## config.mk

```make
export PLATFORM = sky130hd
export DESIGN_NAME = booth_mult_sequencer
export DESIGN_NICKNAME = d
export VERILOG_FILES = /design/src/rtl/booth_mult_sequencer.sv
export SDC_FILE = /design/constraint.sdc
export NUM_CORES = 1
export LEC_CHECK = 0
export BUFFER_PORTS_ARGS = -buffer_cell sky130_fd_sc_hd__buf_2
export CAP_MARGIN = 10
export CORE_MARGIN = 5
export CORE_UTILIZATION = 50
export DETAILED_ROUTE_END_ITERATION = 12
export PLACE_DENSITY = 0.72
export SYNTH_ARGS = -nofsm -noshare
export SYNTH_HDL_FRONTEND = slang
export SYNTH_SLANG_ARGS = --single-unit
```

## constraint.sdc

```tcl
create_clock -name clk -period 2.7 [get_ports clk]
set_input_delay 0.54 -clock clk [delete_from_list [all_inputs] [get_ports clk]]
set_output_delay 0.54 -clock clk [all_outputs]
set_load 0.1 [all_outputs]
```

## src/rtl/booth_mult_sequencer.sv

```systemverilog
// Front-end for the 8x8 serial Booth multiplier: buffers operand pairs, issues them one at a
// time with a start pulse, collects the product and watches for a multiplier that never finishes.
module booth_mult_sequencer #(
  parameter int FIFO_DEPTH = 4,
  parameter int TIMEOUT    = 16
) (
  input  logic        clk,
  input  logic        rst_n,
  input  logic        in_valid,
  output logic        in_ready,
  input  logic [7:0]  in_a,
  input  logic [7:0]  in_b,
  output logic        out_valid,
  input  logic        out_ready,
  output logic [15:0] out_product,
  output logic        mul_start,
  output logic [7:0]  mul_a,
  output logic [7:0]  mul_b,
  input  logic        mul_ready,
  input  logic [15:0] mul_product,
  output logic        busy,
  output logic        timeout_err
);

  localparam int PW = $clog2(FIFO_DEPTH);
  localparam int CW = $clog2(FIFO_DEPTH + 1);
  localparam int TW = $clog2(TIMEOUT);

  localparam logic [1:0] S_IDLE  = 2'd0;
  localparam logic [1:0] S_ISSUE = 2'd1;
  localparam logic [1:0] S_WAIT  = 2'd2;

  localparam logic [CW-1:0] FULL_CNT  = CW'(FIFO_DEPTH);
  localparam logic [TW-1:0] LAST_WAIT = TW'(TIMEOUT - 1);

  logic [15:0]   mem_q [FIFO_DEPTH];
  logic [PW-1:0] wr_ptr_q, wr_ptr_d;
  logic [PW-1:0] rd_ptr_q, rd_ptr_d;
  logic [CW-1:0] count_q, count_d;
  logic [1:0]    state_q, state_d;
  logic [TW-1:0] wcnt_q, wcnt_d;
  logic          out_valid_q, out_valid_d;
  logic [15:0]   out_product_q, out_product_d;
  logic          mul_start_q, mul_start_d;
  logic [7:0]    mul_a_q, mul_a_d;
  logic [7:0]    mul_b_q, mul_b_d;
  logic          timeout_err_q, timeout_err_d;

  logic push, pop, fifo_empty, out_free, capture, expire;

  assign in_ready   = (count_q != FULL_CNT);
  assign fifo_empty = (count_q == '0);
  assign push       = in_valid && in_ready;
  assign pop        = (state_q == S_ISSUE);
  assign out_free   = !out_valid_q || out_ready;
  // The first WAIT cycle still sees the previous operation's ready flag, so it never captures.
  assign capture    = (state_q == S_WAIT) && (wcnt_q != '0) && mul_ready;
  assign expire     = (state_q == S_WAIT) && !capture && (wcnt_q == LAST_WAIT);

  always_comb begin
    wr_ptr_d = push ? wr_ptr_q + PW'(1) : wr_ptr_q;
    rd_ptr_d = pop  ? rd_ptr_q + PW'(1) : rd_ptr_q;
    count_d  = count_q;
    case ({push, pop})
      2'b10:   count_d = count_q + CW'(1);
      2'b01:   count_d = count_q - CW'(1);
      default: count_d = count_q;
    endcase
  end

  always_comb begin
    state_d     = state_q;
    wcnt_d      = wcnt_q;
    mul_start_d = 1'b0;
    mul_a_d     = mul_a_q;
    mul_b_d     = mul_b_q;
    case (state_q)
      S_IDLE: begin
        if (!fifo_empty && out_free) begin
          state_d     = S_ISSUE;
          mul_start_d = 1'b1;
          mul_a_d     = mem_q[rd_ptr_q][15:8];
          mul_b_d     = mem_q[rd_ptr_q][7:0];
        end
      end
      S_ISSUE: begin
        state_d = S_WAIT;
        wcnt_d  = '0;
      end
      S_WAIT: begin
        wcnt_d = wcnt_q + TW'(1);
        if (capture || expire) state_d = S_IDLE;
      end
      default: state_d = S_IDLE;
    endcase
  end

  always_comb begin
    out_valid_d   = out_valid_q;
    out_product_d = out_product_q;
    if (capture) begin
      out_valid_d   = 1'b1;
      out_product_d = mul_product;
    end else if (out_valid_q && out_ready) begin
      out_valid_d = 1'b0;
    end
    timeout_err_d = timeout_err_q || expire;
  end

  always_ff @(posedge clk) begin
    if (push) mem_q[wr_ptr_q] <= {in_a, in_b};
  end

  always_ff @(posedge clk or negedge rst_n) begin
    if (!rst_n) begin
      wr_ptr_q      <= '0;
      rd_ptr_q      <= '0;
      count_q       <= '0;
      state_q       <= S_IDLE;
      wcnt_q        <= '0;
      out_valid_q   <= 1'b0;
      out_product_q <= '0;
      mul_start_q   <= 1'b0;
      mul_a_q       <= '0;
      mul_b_q       <= '0;
      timeout_err_q <= 1'b0;
    end else begin
      wr_ptr_q      <= wr_ptr_d;
      rd_ptr_q      <= rd_ptr_d;
      count_q       <= count_d;
      state_q       <= state_d;
      wcnt_q        <= wcnt_d;
      out_valid_q   <= out_valid_d;
      out_product_q <= out_product_d;
      mul_start_q   <= mul_start_d;
      mul_a_q       <= mul_a_d;
      mul_b_q       <= mul_b_d;
      timeout_err_q <= timeout_err_d;
    end
  end

  assign out_valid   = out_valid_q;
  assign out_product = out_product_q;
  assign mul_start   = mul_start_q;
  assign mul_a       = mul_a_q;
  assign mul_b       = mul_b_q;
  assign timeout_err = timeout_err_q;
  assign busy        = (state_q != S_IDLE) || !fifo_empty;

endmodule

```

After elaboration in Yosys (flattened, before gate mapping)
Memories as Yosys holds them, arrays and structs flattened. A register that Yosys moved wholly into a read port is not among the register bits.
Cells that the tools add are included.
{"block": "totals", "elab_cells": 58, "ram_bits": 64, "inputBits": 37, "mem_bits_ro": 0, "output_inout_bits": 37, "mem_count": 1, "reg_bits": 32, "latch_bits": 0}
{"block": "classes", "add_sub_neg": 5, "muxes": 11, "shift": 0, "n_reduce_logical": 24, "div": 0, "bitwise": 0, "multipliers": 0, "eq_ne": 8, "n_lt_le_gt_ge": 0}
{"memory": "mem_q", "words": 4, "width": 16, "read_ports": 1, "rd_ports_with_merged_regs": 1, "wr": 1, "line_no": "36", "text": "logic [15:0] mem_q [FIFO_DEPTH];"}
{"operator": "4-bit case mux with 2 select lines", "n": 1}
{"operator": "2-bit nonzero test", "n": 4}
{"operator": "1-bit logical AND", "n": 7}
{"operator": "1-bit two-way mux", "n": 6}
{"operator": "2-bit case mux with 3 select lines", "n": 1}
{"operator": "3-bit case mux with 2 select lines", "n": 1}
{"operator": "2-bit by 1-bit adder with 2-bit output, second input constant", "n": 2}
{"operator": "4-bit by 1-bit adder with 4-bit output, second input constant", "n": 1}
{"operator": "2-bit by 1-bit == test with 1-bit output, second input constant", "n": 2}
{"operator": "2-bit == test, second input constant", "n": 2}
{"operator": "4-bit == test, second input constant", "n": 1}
{"operator": "1-bit zero test", "n": 4}
{"operator": "1-bit logical OR", "n": 4}
{"operator": "2-bit two-way mux", "n": 2}
{"operator": "2-bit AND reduction", "n": 2}
{"operator": "4-bit nonzero test", "n": 1}
{"operator": "3-bit by 1-bit adder with 3-bit output, second input constant", "n": 1}
{"operator": "3-bit zero test", "n": 1}
{"operator": "3-bit != test, second input constant", "n": 1}
{"operator": "3-bit by 1-bit subtractor with 3-bit output, second input constant", "n": 1}
{"operator": "2-bit zero test", "n": 1}
{"operator": "2-bit by 1-bit != test with 1-bit output, second input constant", "n": 1}
{"operator": "2-bit != test, second input constant", "n": 1}

Depth between registers and ports, before layout
Gate-level depths: netlist of the first run.
{"block": "logic_depth", "word_depth": 9, "depth_mapped": 10, "mapped_depth_nobuf": 10}

Worst setup path after synthesis of the first run
Ideal clock, no wire load.
{"block": "synth_path", "path_type": "reg2reg", "from": "register count_q[0]", "to": "register count_q[2]", "setup_slack_ps": -229, "arrival_time_ps": 2850, "n_path_buf": 0, "setup_ps": 79, "stages_incl_launch_ff": 11, "cell_sequence": "dfrtp_1 -> inv_1 -> nand3_1 -> and2_1 -> inv_1 -> ha_1 -> inv_1 -> fa_1 -> xor2_1 -> nor2_1 -> xor2_1"}
{"block": "synth_via", "elab_chain_cells": 4, "elab_cells_between_ends": 8, "classes_between": "add/sub (2); eq/ne (3); mux (1); reduce/logical (2)"}
{"element": "start: declaration", "line_no": "39", "text": "logic [CW-1:0] count_q, count_d;"}
{"element": "start signal: assignment", "line_no": "130", "text": "count_q <= count_d;"}
{"element": "3-bit != test (*)", "line_no": "51", "text": "assign in_ready = (count_q != FULL_CNT);"}
{"element": "via in_ready", "line_no": "10", "text": "output logic in_ready,"}
{"element": "1-bit logical AND (*)", "line_no": "53", "text": "assign push = in_valid && in_ready;"}
{"element": "2-bit by 1-bit == test with 1-bit output or 2-bit == test (tied branches)", "line_no": "64", "text": "case ({push, pop})"}
{"element": "3-bit case mux with 2 select lines or 2-bit nonzero test (tied branches)"}
Mark *: on every way through the listed nets, which the timed path passes. The rest lies on a longest branch.
A chain may end at the register's enable or synchronous reset.

Worst setup path after layout of the first run
{"block": "layout_path", "from": "register state_q[0]", "to": "output port busy"}
{"block": "layout_via", "elab_chain_cells": 2}
{"element": "start: declaration", "line_no": "40", "text": "logic [1:0] state_q, state_d;"}
{"element": "start signal: assignment", "line_no": "131", "text": "state_q <= state_d;"}
{"element": "2-bit nonzero test", "line_no": "148", "text": "assign busy = (state_q != S_IDLE) || !fifo_empty;"}
{"element": "1-bit logical OR", "line_no": "148"}
{"element": "end: declaration", "line_no": "21", "text": "output logic busy,"}
No other way between the ends.

==> flow_summary.yaml, run 1 <==
logic_synthesis:
  syn-num-nets: 290
  syn_avg_cell_area_um2: 18.5
  ys_seq_area_share_pct: 70.1
  synth_cell_type_count: 31
  synth_area_mm2: 0.00445
  synth_warnings: 0
  syn_inst: 241
  synth-seq-cells: 112
floorplan:
  die_w_um: 104
  rows: 34
  core_mm2: 0.00872
  start_util_pct: 51.1
  die_height_um: 104
  num_io_pins: 74
  dieArea_mm2: 0.0109
routing:
  wl_per_cell_um: 17.2
  drt-total-wl_mm: 7.55
  drt_iter0_markers: 47
  via_per_inst: 5.24
  vias: 2294
  ant_nets: 0
  firstDrtPassIters: 5
  drc: 0
placed_design:
  gp_congestion: 0.735
  dp_cells: 422
  port_buffers: 73
  hpwl_mm: 5.09
  dpl_worst_slack_ps: 637
clock_network:
  cts_made_buffers: 9
  cts_setup_buffers: 0
  cts_tree: "yes"
  cts_sinks: 112
  htree_levels: 3
  cts-root-buf: "clkbuf_8"
  clock_latency_ps: 360
  cts_buffer_depth: 2
  clkSlewWorstSetupHoldPaths_ps: 100
  cts-resized-gates: 0
  postCtsHoldBufs: 0
finish:
  drive_above_1_share_pct: 42.1
  area_growth_pct: 15.8
  multi_input_comb_area_mm2: 0.00122
  nFillCells: 666
  diodes: 0
  regArea_mm2: 0.00312
  nets: 374
  final_cells: 438
timing:
  rsz0062_at_grt: "no"
  skew_ps: 10.3
  setup_viol: 0
  hold_viol_final: 0
  slew_violations: 0
  fin_crit_sh_pct: 79.5
  finalWorstSetupSlack_ps: 554
  fin_crit_ps: 2150
  fin_tns_setup_ps: 0
  maxSlewHeadroom_pct: 42.3
  worst_pin_slew_ps: 866
  timing.fmax_mhz: 466
worst_setup_path:
  crit_path_start: "state_q[0]"
  endpoint_kind: "primary output"
  timing.rr.start: "count_q[0]"
  r2r_cells: 10
  r2r_slack_ps: 620
  critPathRequiredTime_ps: 2160
  cp.arrival_ps: 1610
  criticalPathCategory: "register to primary output"
  r2r-end: "count_q[2]"
  crit_path_start_kind: "register"
  crit_path_max_fanout: 4
flow_run:
  cap_violations: 0
outcome:
  status: "finished clean"
global_routing:
  track_usage_pct: 14.4
  overflow: 0
  grt_pass1_wl_mm: 12.2
  grt_pass1_vias: 2402
  antenna_found_initial: 0
  grt_max_degree: 40
worst_hold_path:
  min_path_type: "primary input to asynchronous set/reset pin"
cells by family (layout without fill, tap and decap cells):
group | after synthesis | count (layout) | synth area share (%)
fa+ha+maj | 12 | 12 | 3.54
compound gates | 13 | 13 | 1.80
xor+xnor | 6 | 6 | 1.18
flops | 112 | 112 | 70.1
buf+inv | 21 | 110 | 2.56
mux | 50 | 50 | 17.4
simple gates | 27 | 27 | 3.46
flip-flops by register name (all words and copies together), names as in the netlist, 3 cells and up:
signal,cells
count_q,3
mem_q,64
mul_a,8
mul_b,8
out_product,16
wcnt_q,4
worst max-delay path by stage:
stage                 end  slack [ps]
3_5_place_dp   count_q[2]         640
5_1_grt              busy         450
2_1_floorplan  count_q[2]         180
6_report             busy         550
4_1_cts              busy         520
3_3_place_gp   count_q[2]         730
cells in the final DEF (no fill, tap or decap), drive strengths merged:
| master | n |
|---|---|
| xor2 | 3 |
| and2 | 3 |
| clkinv | 2 |
| nand3b | 2 |
| buf | 80 |
| nand2 | 5 |
| a21oi | 2 |
| dfrtp | 48 |
| o21bai | 1 |
| clkbuf | 10 |
| a211oi | 1 |
| mux2 | 34 |
| and3 | 4 |
| nand2b | 4 |
| inv | 17 |
| nand3 | 4 |
| nor3 | 2 |
| nand4 | 1 |
| nor2 | 1 |
| mux4 | 16 |
| o32a | 1 |
| bufinv | 1 |
| o21ai | 7 |
| xnor2 | 3 |
| ha | 11 |
| fa | 1 |
| o211a | 1 |
| edfxtp | 64 |
| nor3b | 1 |
critical path, cell delays in order, from the launching register on:
cell     delay (ps)
dfrtp_1         420
inv_1            80
ha_1            250
nand2_1          80
buf_2           420
synthesized netlist by cell type:
master	number	share of area (%)
xnor2_1	3	0.59
nand3_1	4	0.45
nor2_1	1	0.084
a211oi_1	1	0.17
nand4_1	1	0.14
mux4_1	8	4.7
buf_1	1	0.084
nor3_1	2	0.22
dfrtp_1	48	27
buf_6	4	1.0
o21bai_1	1	0.17
edfxtp_1	64	43
nand2b_1	4	0.56
buf_2	1	0.11
a21oi_1	2	0.22
mux4_2	8	4.0
o32a_1	1	0.22
mux2_2	34	8.6
nand2_1	5	0.42
and3_1	4	0.56
fa_1	1	0.45
ha_1	11	3.1
o211a_1	1	0.22
o21ai_0	7	0.79
nor3b_1	1	0.17
buf_4	1	0.17
xor2_1	3	0.59
nand3b_2	1	0.25
and2_1	3	0.42
nand3b_1	1	0.17
inv_1	14	1.2
metal layers:
layer | wire length [um] | global-route usage [%] | vias to the layer above
met2 | 3770 | 23.3 | 78
met4 | 42 | 3.52 | 0
met3 | 573 | 5.59 | 5
li1 | - | - | 1075
met5 | 0 | 0 | -
met1 | 3160 | 18.4 | 1136
final cells by class:
class                   instances  area share [%]
clock buffers                  10            2.48
clock inverters                 6            1.50
inverters                      14            1.02
multi-input cells             108            23.7
flip-flops and latches        112            60.6
well taps                     108            2.62
repair buffers                 80            8.10
stage by stage:
step / utilization [%] / hold WS [ps] / instance area (um^2)
5_1_grt: 59.1 / 345 / 5160
6_report: 59.1 / 285 / 5160
3_3_place_gp: 56.8 / 455 / 4950
2_1_floorplan: - / 244 / 4460
4_1_cts: 59.1 / 305 / 5160
3_5_place_dp: 56.8 / 465 / 4950
Power of run 1 is left out: the tool's default activity adds up to more than one toggle a clock period on the data nets, which glitch-free logic cannot reach.
==> run 2: changes to the inputs <==
PLACE_DENSITY = 0.75   (was 0.72)
clock period = 1.78 ns   (was 2.7 ns; I/O delays follow)
==> run 2 against run 1 <==
Effect of this change: the flow now finishes with violations (negative setup slack); via count increased by 2.8%; sequential cell count unchanged; critical endpoint is now count_q[2]; clock skew is essentially flat; largest cell class unchanged; cell count rose by 3.4%; wire length hardly changed.
==> flow_summary.yaml, run 2 (synthesis results as in run 1) <==
outcome:
  status: "finished with violations"
  violations: "negative setup slack"
global_routing:
  grt-busiest-layer: "met2"
  use_met1_pct: 18.8
  overflow: 0
  grt_util_met3_pct: 5.15
  track_usage_pct: 14.5
  grt_pass1_vias: 2404
  grt_pass1_wl_mm: 12.4
  use_met2_pct: 23.1
  grt_max_degree: 29
  antenna_found_initial: 1
placed_design:
  gp_congestion: 0.669
  hpwl_mm: 5.07
  port_buffers: 73
  placed_cell_area_mm2: 0.00508
routing:
  ant_nets: 0
  wl_per_cell_um: 16.7
  drc: 0
  vias: 2359
  drt-total-wl_mm: 7.54
  via_per_inst: 5.21
  firstDrtPassIters: 4
  drt_iter0_markers: 82
finish:
  largest_register_ffs: 64
  fin_area_mm2: 0.00539
  nets: 388
  top_register: "mem_q"
  area_growth_pct: 20.9
  final_common_cell: "buf_2"
  drive_above_1_share_pct: 47.4
  fin_util_pct: 61.8
  final_cell_mix: "71 x buf_2, 64 x edfxtp_1, 46 x dfrtp_1"
worst_setup_path:
  cp.depth: 10
  critPathRequiredTime_ps: 2040
  r2r_slack_ps: -90
  cp.arrival_ps: 2130
  criticalPathCategory: "register to register"
  crit_chain: "inv_2, nand3_4, and2_4, inv_2, ha_4, inv_2, fa_2, xor2_1, nor2_1, xor2_1"
  crit_path_max_fanout: 2
  r2r_cells: 10
  cp_slowest_cell: "dfrtp_1"
  cpMostUsedCell: "inv_2"
  endpoint_kind: "register"
  critPathMaxStageDelay_ps: 420
  crit_path_start_kind: "register"
  cp_num_buf_inv: 3
  cp_top_family: "adder cells"
floorplan:
  num_io_pins: 74
  core_mm2: 0.00872
  die_height_um: 104
  dieArea_mm2: 0.0109
  start_util_pct: 51.1
  die_w_um: 104
  rows: 34
worst_hold_path:
  min_path_type: "primary input to register"
  hold_depth: 1
timing:
  maxSlewHeadroom_pct: 66.6
  fin_crit_sh_pct: 105
  worst_pin_slew_ps: 504
  rsz0062_at_grt: "yes"
  finalWorstSetupSlack_ps: -91.6
  hold_viol_final: 0
  skew_ps: 10.5
  setup_viol: 2
  slew_violations: 0
  timing.fmax_mhz: 534
  fin_crit_ps: 1870
  fin_tns_setup_ps: -95.3
clock_network:
  clkSlewWorstSetupHoldPaths_ps: 90
  cts_tree: "yes"
  cts-root-buf: "clkbuf_8"
  cts_made_buffers: 9
  cts_sinks: 112
  htree_levels: 3
  cts_buffer_depth: 2
  clock_latency_ps: 350
flow_run:
  cap_violations: 0
-- run 2: changes by cell type in the layout (fill, tap and decap cells not counted), sizes merged --
| cell | delta |
|---|---|
| dlygate4sd3 | +1 |
| diode | +1 |
| buf | +13 |
| clkbuf | +2 |
| clkinv | -1 |
| clkinvlp | +1 |
| inv | -2 |
-- run 2: timing repair --
action	in CTS	in global routing
resized for setup	5	7
hold buffers	1	0
endpoints found under the setup margin	3	3
buffers inserted	3	5
pin swaps	4	5
hold endpoints to repair	20	0
-- run 2: final timing paths --
kind	startpoint	to
setup / recovery	count_q[0]	count_q[2]
hold / removal	in_a[7]	mem_q[1][15]
setup reg to reg	count_q[0]	count_q[2]
hold reg to reg	timeout_err	timeout_err
max in group asynchronous	rst_n	count_q[2]
min in group asynchronous	rst_n	out_valid
-- run 2: final cells by class --
| class | count | area [um^2] |
|---|---|---|
| sequential | 112 | 3130 |
| tap | 108 | 135 |
| timing repair buffer | 94 | 613 |
| clock inverter | 4 | 53.8 |
| multi-input combinational | 108 | 1270 |
| clock buffer | 12 | 135 |
| inverter | 14 | 52.6 |
| fill | 643 | 3330 |
| antenna | 1 | 2.50 |
-- run 2: layer usage --
layer / vias up / wire [um]
li1: 1102 / -
met1: 1180 / 3220
met2: 68 / 3740
met3: 9 / 515
met4: 0 / 67
met5: - / 0
-- run 2: through the flow --
step	cells	setup WS [ps]	hold slack, ps
2_1_floorplan	241	-302	60.4
3_3_place_gp	427	23.6	339
3_5_place_dp	427	-111	343
4_1_cts	447	-50.6	191
5_1_grt	453	-195	177
6_report	453	-91.6	209
-- run 2: worst register-to-register path, cell delays in order, from the launching register on --
cell and delay, ps:
dfrtp_1 420, inv_2 100, nand3_4 80, and2_4 150, inv_2 60, ha_4 130, inv_2 40, fa_2 350
xor2_1 170, nor2_1 130, xor2_1 170
Power of run 2 is left out for the same reason.
